**config.mk**
```make
export PLATFORM = sky130hd
export DESIGN_NAME = tank_combat_manager_flat
export DESIGN_NICKNAME = d
export VERILOG_FILES = /design/src/rtl/tank_combat_if.sv /design/src/rtl/tank_combat_manager.sv /design/src/flat_wrapper.sv
export SDC_FILE = /design/constraint.sdc
export NUM_CORES = 1
export LEC_CHECK = 0
export ABC_AREA = 1
export ABC_CLOCK_PERIOD_IN_PS = 1800
export CORE_MARGIN = 5
export CORE_UTILIZATION = 50
export DETAILED_ROUTE_END_ITERATION = 12
export PLACE_DENSITY_LB_ADDON = 0.25
export SYNTH_ARGS = -nofsm -noshare
export SYNTH_HDL_FRONTEND = slang
export SYNTH_SLANG_ARGS = --single-unit
```
**constraint.sdc**
```tcl
create_clock -name clk_i -period 1.8 [get_ports clk_i]
set_input_delay 0.27 -clock clk_i [delete_from_list [all_inputs] [get_ports clk_i]]
set_output_delay 0.27 -clock clk_i [all_outputs]
set_load 0.01 [all_outputs]
```
**src/rtl/tank_combat_if.sv**
```systemverilog
// tank_combat_if: pixel-event inputs and combat-result outputs of the tank combat manager.
interface tank_combat_if #(parameter int NUM_TANKS = 4);
  logic                   frame_start_i;
  logic                   display_enable_i;
  logic [NUM_TANKS-1:0]   tank_box_i;
  logic [NUM_TANKS-1:0]   bullet_i;
  logic                   all_hard_block_i;
  logic                   destroyable_block_i;
  logic                   eagle_block_i;
  logic [NUM_TANKS-1:0]   bullet_explode_o;
  logic [NUM_TANKS-1:0]   die_o;
  logic [NUM_TANKS-1:0]   revive_o;
  logic [NUM_TANKS-1:0]   alive_o;
  logic [NUM_TANKS*4-1:0] lives_o;
  logic                   bullet_collide_wall_o;
  logic                   bullet_collide_eagle_o;
  logic                   eagle_destroyed_o;
  logic                   game_over_o;
  modport master (
    output frame_start_i, display_enable_i, tank_box_i, bullet_i,
           all_hard_block_i, destroyable_block_i, eagle_block_i,
    input  bullet_explode_o, die_o, revive_o, alive_o, lives_o,
           bullet_collide_wall_o, bullet_collide_eagle_o, eagle_destroyed_o, game_over_o
  );
  modport slave (
    input  frame_start_i, display_enable_i, tank_box_i, bullet_i,
           all_hard_block_i, destroyable_block_i, eagle_block_i,
    output bullet_explode_o, die_o, revive_o, alive_o, lives_o,
           bullet_collide_wall_o, bullet_collide_eagle_o, eagle_destroyed_o, game_over_o
  );
endinterface

```
**src/rtl/tank_combat_manager.sv**
```systemverilog
// tank_combat_manager: per-pixel bullet/tank/map collision resolution with per-tank life FSMs.
module tank_combat_manager #(
  parameter int                     NUM_TANKS      = 4,
  parameter logic [NUM_TANKS*4-1:0] LIVES_INIT     = {4'd1, 4'd1, 4'd3, 4'd3},
  parameter logic [7:0]             RESPAWN_FRAMES = 8'd60,
  parameter logic [NUM_TANKS-1:0]   TEAM_MASK      = 4'b0011,
  parameter logic                   FRIENDLY_FIRE  = 1'b0
) (
  input logic         clk_i,
  input logic         reset_ni,
  tank_combat_if.slave bus
);
  typedef enum logic [1:0] {ALIVE, DEAD, OUT} state_t;
  state_t                 st [NUM_TANKS];
  state_t                 st_n [NUM_TANKS];
  logic [7:0]             cnt [NUM_TANKS];
  logic [7:0]             cnt_n [NUM_TANKS];
  logic [NUM_TANKS*4-1:0] lives, lives_n;
  logic [NUM_TANKS-1:0]   alive, alive_n, box_m, bul_m, tank_hit, bul_hit;
  logic [NUM_TANKS-1:0]   expl_c, expl, expl_n, sup, sup_eff, sup_n, die, die_n, rev, rev_n;
  logic                   wall, wall_n, ecol, ecol_n, ed, ed_n, go, go_n, eag_hit, po;
  logic [3:0]             lv;
  always_comb begin
    box_m    = bus.tank_box_i & alive & {NUM_TANKS{bus.display_enable_i}};
    bul_m    = bus.bullet_i & alive & {NUM_TANKS{bus.display_enable_i}};
    tank_hit = '0;
    bul_hit  = '0;
    eag_hit  = 1'b0;
    for (int i = 0; i < NUM_TANKS; i++) begin
      for (int j = 0; j < NUM_TANKS; j++)
        if (i != j && (FRIENDLY_FIRE || TEAM_MASK[i] != TEAM_MASK[j]) && bul_m[i] && box_m[j]) begin
          tank_hit[j] = 1'b1;
          bul_hit[i]  = 1'b1;
        end
      if (bul_m[i] && bus.eagle_block_i && (FRIENDLY_FIRE || !TEAM_MASK[i])) eag_hit = 1'b1;
    end
    expl_c  = bul_m & (bul_hit | {NUM_TANKS{bus.all_hard_block_i | bus.destroyable_block_i | bus.eagle_block_i}});
    // a frame start clears suppression before the same-cycle event is judged
    sup_eff = bus.frame_start_i ? '0 : sup;
    expl_n  = expl_c & ~sup_eff;
    sup_n   = sup_eff | expl_c;
    wall_n  = |bul_m & bus.destroyable_block_i;
    ecol_n  = |bul_m & bus.eagle_block_i;
    lives_n = lives;
    die_n   = '0;
    rev_n   = '0;
    lv      = 4'd0;
    for (int k = 0; k < NUM_TANKS; k++) begin
      st_n[k]  = st[k];
      cnt_n[k] = cnt[k];
      lv       = lives[4*k +: 4];
      if (!go) begin
        if (st[k] == ALIVE && tank_hit[k]) begin
          st_n[k]           = DEAD;
          die_n[k]          = 1'b1;
          lives_n[4*k +: 4] = lv == 4'd0 ? 4'd0 : lv - 4'd1;
          cnt_n[k]          = RESPAWN_FRAMES;
        end else if (st[k] == DEAD && bus.frame_start_i) begin
          cnt_n[k] = cnt[k] == 8'd0 ? 8'd0 : cnt[k] - 8'd1;
          if (cnt[k] <= 8'd1) begin
            st_n[k]  = lv != 4'd0 ? ALIVE : OUT;
            rev_n[k] = lv != 4'd0;
          end
        end
      end
    end
    po = |TEAM_MASK;
    for (int k = 0; k < NUM_TANKS; k++) begin
      alive_n[k] = st_n[k] == ALIVE;
      if (TEAM_MASK[k] && st_n[k] != OUT) po = 1'b0;
    end
    ed_n = ed | eag_hit;
    go_n = go | ed_n | po;
  end
  always_ff @(posedge clk_i or negedge reset_ni) begin
    if (!reset_ni) begin
      for (int k = 0; k < NUM_TANKS; k++) begin
        st[k]    <= LIVES_INIT[4*k +: 4] != 4'd0 ? ALIVE : OUT;
        cnt[k]   <= 8'd0;
        alive[k] <= LIVES_INIT[4*k +: 4] != 4'd0;
      end
      lives <= LIVES_INIT;
      sup   <= '0;
      expl  <= '0;
      die   <= '0;
      rev   <= '0;
      wall  <= 1'b0;
      ecol  <= 1'b0;
      ed    <= 1'b0;
      go    <= 1'b0;
    end else begin
      for (int k = 0; k < NUM_TANKS; k++) begin
        st[k]  <= st_n[k];
        cnt[k] <= cnt_n[k];
      end
      alive <= alive_n;
      lives <= lives_n;
      sup   <= sup_n;
      expl  <= expl_n;
      die   <= die_n;
      rev   <= rev_n;
      wall  <= wall_n;
      ecol  <= ecol_n;
      ed    <= ed_n;
      go    <= go_n;
    end
  end
  assign bus.bullet_explode_o       = expl;
  assign bus.die_o                  = die;
  assign bus.revive_o               = rev;
  assign bus.alive_o                = alive;
  assign bus.lives_o                = lives;
  assign bus.bullet_collide_wall_o  = wall;
  assign bus.bullet_collide_eagle_o = ecol;
  assign bus.eagle_destroyed_o      = ed;
  assign bus.game_over_o            = go;
endmodule

```
**src/flat_wrapper.sv**
```systemverilog
// flat-port wrapper written by rule: the top's interface ports become plain ports
module tank_combat_manager_flat 
#(
  parameter int                     NUM_TANKS      = 4,
  parameter logic [NUM_TANKS*4-1:0] LIVES_INIT     = {4'd1, 4'd1, 4'd3, 4'd3},
  parameter logic [7:0]             RESPAWN_FRAMES = 8'd60,
  parameter logic [NUM_TANKS-1:0]   TEAM_MASK      = 4'b0011,
  parameter logic                   FRIENDLY_FIRE  = 1'b0
)
  (clk_i, reset_ni, bus_frame_start_i, bus_display_enable_i, bus_tank_box_i, bus_bullet_i, bus_all_hard_block_i, bus_destroyable_block_i, bus_eagle_block_i, bus_bullet_explode_o, bus_die_o, bus_revive_o, bus_alive_o, bus_lives_o, bus_bullet_collide_wall_o, bus_bullet_collide_eagle_o, bus_eagle_destroyed_o, bus_game_over_o);
  tank_combat_if #(.NUM_TANKS(NUM_TANKS)) bus_i ();
  input logic clk_i;
  input logic reset_ni;
  input wire logic [$bits(bus_i.frame_start_i)-1:0] bus_frame_start_i;
  input wire logic [$bits(bus_i.display_enable_i)-1:0] bus_display_enable_i;
  input wire logic [$bits(bus_i.tank_box_i)-1:0] bus_tank_box_i;
  input wire logic [$bits(bus_i.bullet_i)-1:0] bus_bullet_i;
  input wire logic [$bits(bus_i.all_hard_block_i)-1:0] bus_all_hard_block_i;
  input wire logic [$bits(bus_i.destroyable_block_i)-1:0] bus_destroyable_block_i;
  input wire logic [$bits(bus_i.eagle_block_i)-1:0] bus_eagle_block_i;
  output wire logic [$bits(bus_i.bullet_explode_o)-1:0] bus_bullet_explode_o;
  output wire logic [$bits(bus_i.die_o)-1:0] bus_die_o;
  output wire logic [$bits(bus_i.revive_o)-1:0] bus_revive_o;
  output wire logic [$bits(bus_i.alive_o)-1:0] bus_alive_o;
  output wire logic [$bits(bus_i.lives_o)-1:0] bus_lives_o;
  output wire logic [$bits(bus_i.bullet_collide_wall_o)-1:0] bus_bullet_collide_wall_o;
  output wire logic [$bits(bus_i.bullet_collide_eagle_o)-1:0] bus_bullet_collide_eagle_o;
  output wire logic [$bits(bus_i.eagle_destroyed_o)-1:0] bus_eagle_destroyed_o;
  output wire logic [$bits(bus_i.game_over_o)-1:0] bus_game_over_o;
  assign bus_i.frame_start_i = bus_frame_start_i;
  assign bus_i.display_enable_i = bus_display_enable_i;
  assign bus_i.tank_box_i = bus_tank_box_i;
  assign bus_i.bullet_i = bus_bullet_i;
  assign bus_i.all_hard_block_i = bus_all_hard_block_i;
  assign bus_i.destroyable_block_i = bus_destroyable_block_i;
  assign bus_i.eagle_block_i = bus_eagle_block_i;
  assign bus_bullet_explode_o = bus_i.bullet_explode_o;
  assign bus_die_o = bus_i.die_o;
  assign bus_revive_o = bus_i.revive_o;
  assign bus_alive_o = bus_i.alive_o;
  assign bus_lives_o = bus_i.lives_o;
  assign bus_bullet_collide_wall_o = bus_i.bullet_collide_wall_o;
  assign bus_bullet_collide_eagle_o = bus_i.bullet_collide_eagle_o;
  assign bus_eagle_destroyed_o = bus_i.eagle_destroyed_o;
  assign bus_game_over_o = bus_i.game_over_o;
  tank_combat_manager #(.NUM_TANKS(NUM_TANKS), .LIVES_INIT(LIVES_INIT), .RESPAWN_FRAMES(RESPAWN_FRAMES), .TEAM_MASK(TEAM_MASK), .FRIENDLY_FIRE(FRIENDLY_FIRE)) u_core (.clk_i(clk_i), .reset_ni(reset_ni), .bus(bus_i));
endmodule
```
# --- Yosys cells after proc, flatten, opt, wreduce, memory -nomap -nowiden ---
# Index checks and enable logic that the tools add are counted.
word_totals:
  reg_bits: 80
  input_bits: 15
  out_inout_bits: 36
op_classes:
  n_addsub: 8
  magnitude_cmp: 4
  eq_ne: 6
  n_mux: 79
  bitwise_logic: 17
  n_reduce_logical: 51
ops:
  columns: ["op", "n"]
  rows:
  - ["two-way mux 8 bit", 12]
  - ["two-way mux 1 bit", 42]
  - ["two-way mux 2 bit", 20]
  - ["less-or-equal comparator 8 x 1 -> 1 bit (second input constant)", 4]
  - ["logical NOT 8 bit", 4]
  - ["subtractor 8 x 1 -> 8 bit (second input constant)", 4]
  - ["AND 4 bit", 6]
  - ["two-way mux 4 bit", 5]
  - ["logical AND 1 bit", 18]
  - ["logical NOT 2 bit", 8]
  - ["logical NOT 4 bit", 4]
  - ["AND reduction 2 bit", 8]
  - ["nonzero test 4 bit", 4]
  - ["subtractor 4 x 1 -> 4 bit (second input constant)", 4]
  - ["== test 2 x 1 -> 1 bit (second input constant)", 4]
  - ["OR 4 bit", 2]
  - ["nonzero test 2 bit", 4]
  - ["OR 1 bit", 5]
  - ["inequality test 2 bit (second input constant)", 2]
  - ["NOT 4 bit", 1]
  - ["OR reduction 4 bit", 1]
  - ["AND 1 bit", 2]
  - ["NOT 1 bit", 1]

# --- Longest topological paths before layout ---
logic_depth:
  word_depth: 12
  depth_mapped: 10
  depth_no_buf: 10

# --- Worst setup path before layout ---
# OpenSTA, ideal clock, no wires.
synth_path:
  kind: "reg2reg"
  start: "register u_core.alive[3], in the netlist u_core.bus.alive_o[3]"
  end: "register u_core.cnt[22] (netlist bit)"
  t_arrival_ns: 1.334
  setup_slack_ns: 0.347
  path_stages_with_launch: 9
  synth_period_minus_slack_ns: 1.453
  cell_sequence: "dfstp_2 -> nand3_1 -> nand2_1 -> nand3_2 -> nand2_2 -> buf_6 -> nand3_1 -> nand2_1 -> nor2_1"
synth_via:
  elab_chain_cells: 7
  word_cells_on_any_way: 8
  cone_classes: "mux (2); bitwise (2); reduce/logical (4)"
synth_lines:
  columns: ["element", "line", "text"]
  rows:
  - ["start, declared", "tank_combat_manager.sv:19", "logic [NUM_TANKS-1:0] alive, alive_n, box_m, bul_m, tank_hit, bul_hit;"]
  - ["start signal, assigned", "tank_combat_manager.sv:96", "alive <= alive_n;"]
  - ["AND 4 bit (*) (2 in a row)", "tank_combat_manager.sv:25", "bul_m = bus.bullet_i & alive & {NUM_TANKS{bus.display_enable_i}};"]
  - ["logical AND 1 bit (*)", "tank_combat_manager.sv:31", "if (i != j && (FRIENDLY_FIRE || TEAM_MASK[i] != TEAM_MASK[j]) && bul_m[i] && box_m[j]) begin"]
  - ["two-way mux 1 bit (*)", "tank_combat_manager.sv:31", null]
  - ["logical AND 1 bit (*)", "tank_combat_manager.sv:53", "if (st[k] == ALIVE && tank_hit[k]) begin"]
  - ["nonzero test 2 bit (no line)", null, null]
  - ["AND reduction 2 bit (no line)", null, null]
  - ["end signal, assigned by index", "tank_combat_manager.sv:94", "cnt[k] <= cnt_n[k];"]
  - ["end, declared", "tank_combat_manager.sv:16", "logic [7:0] cnt [NUM_TANKS];"]
# Mark *: on every way between the ends. The rest lies on a longest branch, timed or not.
# A chain may end at the register's enable or synchronous reset.

# --- Final worst setup path ---
layout_path:
  start: "register u_core.alive[3], in the netlist u_core.bus.alive_o[3]"
  end: "output bus_alive_o[3]"
layout_lines:
  columns: ["element", "line", "text"]
  rows:
  - ["end, declared", "flat_wrapper.sv:24", "output wire logic [$bits(bus_i.alive_o)-1:0] bus_alive_o;"]
# No word-level cell between the ends.

==> run metrics <==
Mapped Area 4180 µm²; Required @ worst endpoint 1.53 ns; Via density 5.02; Util after Layout 63.3%; area delta synth->final 23.7%; Die ar. 10300 µm²; DRT Pass-1 Iters 6; Synth warnings 0; most common cell after layout, fill and taps aside nand2_1; I/O pins 51; reg2reg end u_core.cnt[16]; Core Region 8180 µm²; FMAX 565 MHz; Skew-Pair Late Insertion Delay 0.35 ns; DRC 0; Synth top area share 41.9%; largest area contributor in the netlist dfrtp_1; Pwr Total 3.32 mW; Syn Nets 542; Tmin final 1.77 ns; WP buf/inv 1; Leak Pwr 2.64 nW; Final HPWL DP 6.80 mm; Total GRT Usage 18.3%; Synth Area in Adders 3.59%; IO buf count 50; Post-Synth XOR/XNOR Area 1.05%; Final setup viols 0; Initial Utilization 51.1%; first-pass GRT wire length 15.0 mm; largest net degree at the start of global routing 81; status finished, final reports clean; RSZ-0062 raised after global routing false; CP delay by family, top flip-flops; Die X 101 µm; ranking of synthesized cells by area dfrtp_1 (42%), nand2_1 (11%), dfstp_2 (6.3%); ratio of cells with drive above 1 in the final layout 14.6%; clock root cell clkbuf_8; Sum Neg Setup Slack 0 ns; vias in the first global route 3378; gr ovfl total 0; via count 3546; Slew Viols, Final 0; critical-path maximum fanout 4; CTS tree built; Reg2Reg Launch Point u_core.bus.alive_o[1]; Avg Cell Area, Syn 8.12 µm²; Num CTS Buffers 9; Netlist cell types 32; worst path cell trace clkdlybuf4s50_1; Compound-Gate Fraction of Synth Area 8.68%; Worst IR Drop VDD 0.000374 V; most frequent cells in the layout nand2_1 (127), dfrtp_1 (69), nor2_1 (68); relative slew slack 70.4%; CTS Sinks 80; Synth Instances 515; Final Cycle Share 98.3%; Die Y 101 µm; Slowest cell on crit path dfstp_2; Simple-Gate Fraction of Synth Area 31.1%; Synth Register Bits 80; nets@finish 623; initial antenna violation count 0; clk_skew 0.0116 ns; routed length per instance 12.9 µm; actual slew at the worst max-slew pin 0.445 ns; sequential share of the synthesized area 48.2%; initial DRC count 97; Max Cap Viol 0; largest family of logic cells by synthesized area simple AND/OR/NAND/NOR gates; Rows 33; clock transition at the registers of the reported paths 0.09 ns; GPL Wtd Cong 0.865; Critical Path AT 1.50 ns; Hold WC Path Type in -> async; WL final 9.12 mm; critical path class reg -> out; Reg2Reg Depth 8; Post-DRT Antenna Nets 0; final hold vios 0; H-tree levels 3; CP peak stage delay 0.59 ns; reg2reg setup slack 0.17 ns; crit start category register; PwrDens 641 nW/µm²; Antenna diodes 0; maximum root-to-sink buffer count 2; mux cell area share after synthesis 0%; crit end category primary output
-- Yosys cell counts, drive strengths merged --
cell type / number
ha: 12
buf: 5
nand3: 46
a21boi: 2
o21a: 1
o21ai: 27
and2: 1
a21oi: 33
o22ai: 1
a21o: 1
dfstp: 10
nand4: 10
nor3: 9
inv: 67
dfrtp: 70
nor2: 75
xor2: 4
xnor2: 1
nand2: 134
or2: 6
-- state kept, by name, summed over array words and instances, names as in the netlist, 4 cells and up --
name / cells
u_core.cnt: 32
u_core.bus.lives_o: 16
u_core.st: 8
u_core.bus.alive_o: 4
u_core.bus.bullet_explode_o: 4
u_core.bus.die_o: 4
u_core.bus.revive_o: 4
u_core.sup: 4
-- timing repair --
| item | in CTS | in global routing |
|---|---|---|
| setup endpoints to repair | 0 | 3 |
| buffers inserted | 0 | 1 |
| gates resized for setup | 0 | 2 |
| hold buffers | 1 | 0 |
| endpoints found under the hold margin | 70 | 0 |
-- cell families (layout without fill, tap and decap cells) --
group           count (synthesis)  count (layout)
fa+ha+maj                      12              12
xor+xnor                        5               5
compound gates                 65              65
buf+inv                        72             158
flops                          80              80
simple gates                  281             281
-- final cells by class --
type / instances / area (µm²)
fill: 716 / 3000
sequential: 80 / 2020
multi-input combinational: 363 / 1860
timing repair buffer: 75 / 716
inverter: 67 / 251
clock buffer: 10 / 138
tap: 105 / 131
clock inverter: 6 / 66.3
-- metal layers --
layer	routed length [µm]	track usage (%)	share of wire, %
met1	4310	24.6	47
met2	4320	29.7	47
met4	148	6.34	1.6
met5	0	0	0
met3	336	3.44	3.7
-- how the worst max path moves through the flow --
stage	start	to	slack, ns	depth (start not counted)
floorplan	u_core.bus.alive_o[3]	u_core.cnt[22]	0.35	8
global placement	bus_display_enable_i	u_core.cnt[16]	-0.05	9
detailed placement	bus_display_enable_i	u_core.cnt[16]	-0.11	9
CTS	u_core.bus.alive_o[1]	bus_alive_o[1]	0.002	1
global route	u_core.bus.alive_o[0]	bus_alive_o[0]	0.002	1
finish	u_core.bus.alive_o[3]	bus_alive_o[3]	0.03	1
-- worst register-to-register path, stage by stage (launching register included) --
cell,delay (ns)
dfstp_2,0.56
buf_4,0.14
nand3_2,0.10
nor2_2,0.12
nand3_2,0.16
nand2_2,0.23
inv_1,0.09
nand2_1,0.06
o21ai_0,0.07
-- stage by stage --
step | cell area [µm²] | hold WS (ns) | setup WS [ns] | cells
global route | 5170 | 0.478 | 0.00202 | 706
finish | 5170 | 0.453 | 0.0311 | 706
CTS | 5160 | 0.450 | 0.00158 | 705
detailed placement | 4950 | 0.333 | -0.112 | 688
global placement | 4950 | 0.330 | -0.0526 | 688
floorplan | 4180 | -0.0256 | 0.347 | 515
-- where the power goes --
group / internal [mW] / switching [mW]
Clock: 0.684 / 0.679
Sequential: 1.81 / 0.00442
Combinational: 0.0631 / 0.0800
Total: 2.55 / 0.763
No activity file was read; power rests on OpenSTA's default activity.
